[src/rtl/block_serial_subtractor.sv]
// Multi-cycle subtractor: a - b - bin, one BLOCK_W-bit block per clock, LSB block first.
// Optional signed overflow flag is built only when SUB_OVERFLOW_EN is defined.
module block_serial_subtractor #(
    parameter int N_BLOCKS = 4,
    parameter int BLOCK_W  = 8
) (
    input  logic                          clk,
    input  logic                          rst_n,
    input  logic                          start,
    input  logic [N_BLOCKS*BLOCK_W-1:0]   a,
    input  logic [N_BLOCKS*BLOCK_W-1:0]   b,
    input  logic                          bin,
    output logic                          busy,
    output logic                          done,
    output logic [N_BLOCKS*BLOCK_W-1:0]   diff,
    output logic                          bout,
    output logic                          zero,
    output logic                          ovf
);
    // state  | meaning
    // S_IDLE | waiting for start, results held
    // S_BUSY | one block per cycle, borrow carried in br
    // S_DONE | done pulse; a start here is accepted back-to-back

    localparam int W     = N_BLOCKS * BLOCK_W;
    localparam int IDX_W = (N_BLOCKS > 1) ? $clog2(N_BLOCKS) : 1;
    localparam logic [IDX_W-1:0] LAST = IDX_W'(N_BLOCKS - 1);

    typedef enum logic [1:0] {S_IDLE, S_BUSY, S_DONE} state_t;

    state_t             state;
    logic [W-1:0]       a_r;
    logic [W-1:0]       b_r;
    logic [IDX_W-1:0]   idx;
    logic               br;

    logic [BLOCK_W-1:0] a_blk;
    logic [BLOCK_W-1:0] b_blk;
    logic [BLOCK_W-1:0] g;
    logic [BLOCK_W-1:0] p;
    logic [BLOCK_W-1:0] d_blk;
    logic [BLOCK_W:0]   bw;
    logic [W-1:0]       diff_nxt;
    logic               run_p;
    logic               acc;

    // Borrow into bit i+1 expanded as g_i | p_i g_(i-1) | ... | p_i..p_0 br.
    always_comb begin
        run_p    = 1'b0;
        acc      = 1'b0;
        bw       = '0;
        a_blk    = a_r[idx*BLOCK_W +: BLOCK_W];
        b_blk    = b_r[idx*BLOCK_W +: BLOCK_W];
        g        = ~a_blk & b_blk;
        p        = ~(a_blk ^ b_blk);
        bw[0]    = br;
        for (int i = 0; i < BLOCK_W; i++) begin
            run_p = 1'b1;
            acc   = g[i];
            for (int j = i - 1; j >= 0; j--) begin
                run_p = run_p & p[j+1];
                acc   = acc | (g[j] & run_p);
            end
            acc       = acc | (run_p & p[0] & br);
            bw[i+1]   = acc;
        end
        d_blk    = ~p ^ bw[BLOCK_W-1:0];
        diff_nxt = diff;
        diff_nxt[idx*BLOCK_W +: BLOCK_W] = d_blk;
    end

    always_ff @(posedge clk or negedge rst_n) begin
        if (!rst_n) begin
            state <= S_IDLE;
            a_r   <= '0;
            b_r   <= '0;
            idx   <= '0;
            br    <= 1'b0;
            busy  <= 1'b0;
            done  <= 1'b0;
            diff  <= '0;
            bout  <= 1'b0;
            zero  <= 1'b0;
`ifdef SUB_OVERFLOW_EN
            ovf   <= 1'b0;
`endif
        end else begin
            done <= 1'b0;
            case (state)
                S_IDLE, S_DONE: begin
                    if (start) begin
                        a_r   <= a;
                        b_r   <= b;
                        br    <= bin;
                        idx   <= '0;
                        busy  <= 1'b1;
                        state <= S_BUSY;
                    end else begin
                        state <= S_IDLE;
                    end
                end
                S_BUSY: begin
                    diff <= diff_nxt;
                    br   <= bw[BLOCK_W];
                    if (idx == LAST) begin
                        bout  <= bw[BLOCK_W];
                        zero  <= ~|diff_nxt;
`ifdef SUB_OVERFLOW_EN
                        ovf   <= (a_r[W-1] ^ b_r[W-1]) & (a_r[W-1] ^ diff_nxt[W-1]);
`endif
                        idx   <= '0;
                        busy  <= 1'b0;
                        done  <= 1'b1;
                        state <= S_DONE;
                    end else begin
                        idx <= idx + 1'b1;
                    end
                end
                default: state <= S_IDLE;
            endcase
        end
    end

`ifndef SUB_OVERFLOW_EN
    assign ovf = 1'b0;
`endif

endmodule

[config.mk]
export PLATFORM = sky130hd
export DESIGN_NAME = block_serial_subtractor
export DESIGN_NICKNAME = d
export VERILOG_FILES = /design/src/rtl/block_serial_subtractor.sv
export SDC_FILE = /design/constraint.sdc
export NUM_CORES = 1
export LEC_CHECK = 0
export CELL_PAD_IN_SITES_DETAIL_PLACEMENT = 0
export CELL_PAD_IN_SITES_GLOBAL_PLACEMENT = 2
export CORE_MARGIN = 3
export CORE_UTILIZATION = 34
export DETAILED_ROUTE_END_ITERATION = 8
export PLACE_DENSITY = 0.87
export SLEW_MARGIN = 5
export SYNTH_ARGS = -nofsm -noshare
export SYNTH_HDL_FRONTEND = slang
export SYNTH_SLANG_ARGS = --single-unit
[constraint.sdc]
create_clock -name clk -period 3.59 [get_ports clk]
set_input_delay 0.359 -clock clk [delete_from_list [all_inputs] [get_ports clk]]
set_output_delay 0.359 -clock clk [all_outputs]
set_load 0.05 [all_outputs]
==> results.toml <==
[global_route]
grt_overflow_total = 0
grt_pass1_wl_um = 19500
first_global_vias = 3595
grt_util_all_layers_pct = 15.4
grt_max_degree = 87
antenna_found_initial = 0

[setup_path]
startpoint_type = "flop"
worstReg2RegEnd = "diff[31]"
worst-r2r-cell-count = 8
critPathKind = "flop to flop"
max_stage_delay_ns = 0.54
crit_slowest_cell = "mux4_2"
worst-path-buf-inv = 1
reg2reg_slack_ns = 0.46
endpoint_kind = "flop"
path_cells = "buf_12 -> mux4_2 -> ha_1 -> a21o_1 -> a211oi_1 -> a2111oi_2 -> o311ai_1 -> a22o_1"
reg2reg_from = "idx[0]"
cp.required_ns = 3.83
cp_max_fo = 31
worstPathArrival_ns = 3.37
cpLargestDelayFamily = "compound AO/OA/AOI/OAI gates"

[sta]
fin_tns_setup_ns = 0
slew_viol_final = 0
min_period_ns = 3.13
maxSlewHeadroom_pct = 28.4
period_share_pct = 87.3
hold_viol_final = 0
tightest_slew_ns = 1.07
finalSetupViolCount = 0
clock_skew_ns = 0.00709
fmax_mhz = 319
rsz0062_at_grt = "no"

[cts]
cts_made_buffers = 9
path_clk_slew_ns = 0.07
insertion_delay_ns = 0.35
clock_path_buffers = 2
post_cts_buffers = 0
root_buffer = "clkbuf_16"
ctsHoldBuffers = 0
clock-sinks = 105
cts_max_level = 3
cts_resized = 0
cts_tree = "done"

[final_layout]
stdcell_area_sq_um = 6540
fill_cells = 1374
num_antenna_cells = 0
syn2layout_area_growth_pct = 29.2
regArea_sq_um = 2630
mostFrequentLayoutCell = "dfrtp_1"
final_cell_mix = "dfrtp_1 (105), clkdlybuf4s50_1 (102), mux2_2 (64)"
multiInputGateArea_sq_um = 2290
drive_gt1_share_pct = 21.6
nets = 578
final_util_pct = 46.0

[synth]
synth_top_area_share_pct = 51.9
synth_seq_cells = 105
async_flop_share_pct = 100
synth_flop_cell = "dfrtp_1"
yosys-top-cells-area = "dfrtp_1 (52%), mux2_2 (14%), mux4_2 (7.1%), ha_1 (3.5%), o21ai_0 (2.6%)"
synth_cells = 397
seq_area_frac_synth_pct = 51.9
yosysWarnings = 0
synth_area_sq_um = 5060
synth_area_per_cell_sq_um = 12.8
yosysTopAreaCell = "dfrtp_1"
synth_nets = 480
synthDistinctLibCells = 49
synth-edff-count = 0

[die]
die_w_um = 128
core.rowCount = 43
start_util_pct = 35.6
core_area_sq_um = 14200
die_y_um = 128
ioPinCount = 105
dieArea_sq_um = 16400

[detailed_routing]
drc = 0
via_count = 3505
wl_um = 12100
routedWlPerCell_um = 17.8
ant_nets = 0
drt-pass1-iter-count = 4
vias_per_cell = 5.16
drt_iter0_drc = 157

[placement]
numPortBuffers = 103
dp_hpwl_um = 8970
gp_congestion = 0.865
placed_cell_area_sq_um = 6270

[status]
status = "completed"

[run]
max-cap-violations = 0

[worst_hold_path]
holdCritPathClass = "primary input to asynchronous set/reset pin"
## cell usage after synthesis (2+ instances only)
library cell	instances
a2111o_1	2
a2111oi_2	2
a211oi_1	2
a21o_1	5
a21oi_1	6
a22o_1	9
a41oi_1	2
and4_1	2
buf_2	8
clkbuf_1	10
dfrtp_1	105
ha_1	14
inv_1	14
mux2_2	64
mux4_2	16
nand2_1	34
nand2b_1	2
nand3_1	4
nand3b_1	2
nand4_1	2
nor2_1	7
nor2b_1	6
nor3_1	9
nor4_1	7
o21a_1	2
o21ai_0	26
o21bai_1	2
o31ai_1	4
or3_1	2
xnor2_1	3
xor2_1	6
## cell families (layout without fill, tap and decap cells)
| kind of cell | count (synthesis) | count (layout) | share of synthesized area [%] |
|---|---|---|---|
| mux | 81 | 81 | 21.6 |
| fa+ha+maj | 15 | 15 | 3.86 |
| compound gates | 70 | 70 | 9.81 |
| xor+xnor | 9 | 9 | 1.56 |
| flops | 105 | 105 | 51.9 |
| buf+inv | 34 | 136 | 2.94 |
| simple gates | 82 | 82 | 8.30 |
| other cells | 1 | 1 | 0.0741 |
## worst max-delay path by stage
stage,start,endpoint,cells after the start
4_1_cts,idx[0],diff[31],8
2_1_floorplan,idx[0],zero,10
5_1_grt,idx[0],diff[23],9
6_report,idx[0],diff[31],8
3_5_place_dp,idx[0],diff[31],8
3_3_place_gp,idx[0],diff[7],8
## routing by layer
layer,up-vias,routed length (um),track usage (%),part of all wire [%]
met3,10,620,3.92,5.1
met1,1751,5270,20.5,44
met5,-,0,0,0
met4,0,131,4.37,1.1
li1,1649,-,-,-
met2,95,6090,24.9,50
## registers in the layout, summed over array words and instances (netlist names)
name / flops
a_r: 32
b_r: 32
bout: 1
br: 1
busy: 1
diff: 32
done: 1
idx: 2
state: 2
zero: 1
## stage by stage
| stage | instances | worst slack [ns] | hold slack [ns] |
|---|---|---|---|
| 2_1_floorplan | 397 | 0.442 | 0.0634 |
| 3_3_place_gp | 664 | 0.514 | 0.477 |
| 3_5_place_dp | 664 | 0.492 | 0.479 |
| 4_1_cts | 679 | 0.472 | 0.261 |
| 5_1_grt | 679 | 0.336 | 0.313 |
| 6_report | 679 | 0.455 | 0.211 |
## final cells by class
cell class / instances / area share (%)
timing repair buffer: 107 / 16.4
inverter: 14 / 0.804
clock buffer: 10 / 3.65
tap: 180 / 3.44
multi-input combinational: 258 / 35.1
sequential: 105 / 40.2
clock inverter: 5 / 0.478
Power is not shown: default switching activity piles up to over one toggle a cycle in this logic, so the estimate is an artifact.
==> RTL change: new RTL, config.mk and constraints unchanged <==
Register the inputs `start`, `a`, `b` and `bin` before use, without a reset. The logic sees them one clock later. Comments in the files are not updated.
--- a/src/rtl/block_serial_subtractor.sv
+++ b/src/rtl/block_serial_subtractor.sv
@@ -27,6 +27,18 @@
     localparam logic [IDX_W-1:0] LAST = IDX_W'(N_BLOCKS - 1);
 
     typedef enum logic [1:0] {S_IDLE, S_BUSY, S_DONE} state_t;
+
+    logic start_q;
+    logic [N_BLOCKS*BLOCK_W-1:0] a_q;
+    logic [N_BLOCKS*BLOCK_W-1:0] b_q;
+    logic bin_q;
+
+    always_ff @(posedge clk) begin
+        start_q <= start;
+        a_q     <= a;
+        b_q     <= b;
+        bin_q   <= bin;
+    end
 
     state_t             state;
     logic [W-1:0]       a_r;
@@ -88,10 +100,10 @@
             done <= 1'b0;
             case (state)
                 S_IDLE, S_DONE: begin
-                    if (start) begin
-                        a_r   <= a;
-                        b_r   <= b;
-                        br    <= bin;
+                    if (start_q) begin
+                        a_r   <= a_q;
+                        b_r   <= b_q;
+                        br    <= bin_q;
                         idx   <= '0;
                         busy  <= 1'b1;
                         state <= S_BUSY;
Check against the original RTL: not equivalent (a bounded check fails within 4 cycles, from zero or initial values and one cycle with rst_n low).
==> RTL change against the original RTL <==
  * Wire length grew 12%
  * Synthesized cell count grew 19%
  * Cell area grew 26%
  * Worst setup slack lost 96 ps
  * Sequential cell count grew 66
  * Area after synthesis grew 26%
  * Fmax shrank 3.0%
  * Clock skew grew 3.6 ps
  * Critical path depth grew 2
  * Non-clock buffer count grew 5
  * Critical path type unchanged
  * Largest cell class unchanged
  * Highest routed layer unchanged
Power is left out: the tool's default activity adds up to more than one toggle a clock period on the data nets, which glitch-free logic cannot reach.
==> RTL change: results (changes against the original RTL) <==
set qor(hpwl_um) 9970 ;# +11%
set qor(multiInputGateArea_um2) 2270 ;# -1.1%
set qor(r2r_end) {diff[15]}
set qor(final_nets) 667 ;# +15%
set qor(post-place-cells) 794 ;# +20%
set qor(status) {finished, final reports clean}
set qor(yosys-top-cells-count) {105 x dfrtp_1, 66 x dfxtp_1, 65 x mux2_2}
set qor(sequential_area_share_after_synthesis_pct) 62.1 ;# +10 points
set qor(placed_cell_area_um2) 7660 ;# +22%
set qor(timing.reg2reg.setup_slack_ps) 360 ;# -100 ps
set qor(clock_insertion_delay_worst_skew_ps) 430 ;# +80 ps
set qor(final.min_clock_period_ps) 3230 ;# +95.9 ps
set qor(comb.multi_input.count) 265 ;# +2.7%
set qor(wl_um) 13600 ;# +12%
set qor(synth_adder_area_share_pct) 3.07 ;# -0.78 points
set qor(synth-xor-area-share_pct) 1.50 ;# -0.061 points
set qor(count_of_unique_library_cells_instantiated_by_yosys) 53 ;# +8.2%
set qor(buf_share_pct) 13.3 ;# -3.0 points
set qor(crit_path_max_fanout) 14 ;# -55%
set qor(num_vias) 3941 ;# +12%
set qor(hold-worst-slack_ps) 125 ;# -85.9 ps
set qor(place_ws_ps) 303 ;# -189 ps
set qor(num-fill-cells) 1631 ;# +19%
set qor(synthTopCellsByArea) {dfrtp_1 41%, dfxtp_1 21%, mux2_2 12%}
set qor(place_congestion) 0.875 ;# +1.1%
set qor(clk_share_pct) 6.76 ;# +2.6 points
set qor(crit_path_max_incr_delay_ps) 660 ;# +120 ps
set qor(synth.area.mux_share_pct) 17.3 ;# -4.2 points
set qor(fin_area_um2) 8220 ;# +26%
set qor(mappedNetlistArea_um2) 6360 ;# +26%
set qor(clock-skew-final_ps) 10.6 ;# +3.55 ps
set qor(grt_first_pass_wirelength_um) 22200 ;# +14%
set qor(track_usage_pct) 14.1 ;# -1.3 points
set qor(syn-instance-count) 472 ;# +19%
set qor(cts_inserted_buffers) 17 ;# +8
set qor(synth_nets) 555 ;# +16%
set qor(cts.htree.levels) 4 ;# +1
set qor(first_global_vias) 4210 ;# +17%
set qor(synth-async-reset-ratio_pct) 61.4 ;# -39 points
set qor(synthesized_flop_and_latch_total) 171 ;# +63%
set qor(grt_max_degree) 86 ;# -1.1%
set qor(final.clkbuf_count) 18 ;# +8
set qor(inverters) 17 ;# +3
==> RTL change: cell types whose count changed after synthesis, moves of 3 or more <==
cell,delta
a21o_1,-3
a21oi_1,+4
o21ai_0,+14
buf_1,+6
nor2b_1,-3
clkbuf_1,-4
dfxtp_1,+66
a22o_1,-8
nand2_1,+12
nor4_1,-3
inv_1,+3
nand3_1,-3
==> RTL change: how the worst max path moves through the flow <==
| stage | start | end |
|---|---|---|
| 2_1_floorplan | idx[0] | diff[15] |
| 3_3_place_gp | idx[0] | diff[15] |
| 3_5_place_dp | idx[0] | diff[15] |
| 4_1_cts | idx[0] | diff[15] |
| 5_1_grt | idx[0] | zero |
| 6_report | idx[0] | diff[15] |
==> RTL change: metal layers <==
layer	global-route usage (%)	routed length, um	vias to the layer above
met5	0	0	-
met4	4.65	223	0
met3	3.75	616	15
met2	22.5	6540	106
met1	18.7	6240	1946
li1	-	-	1874
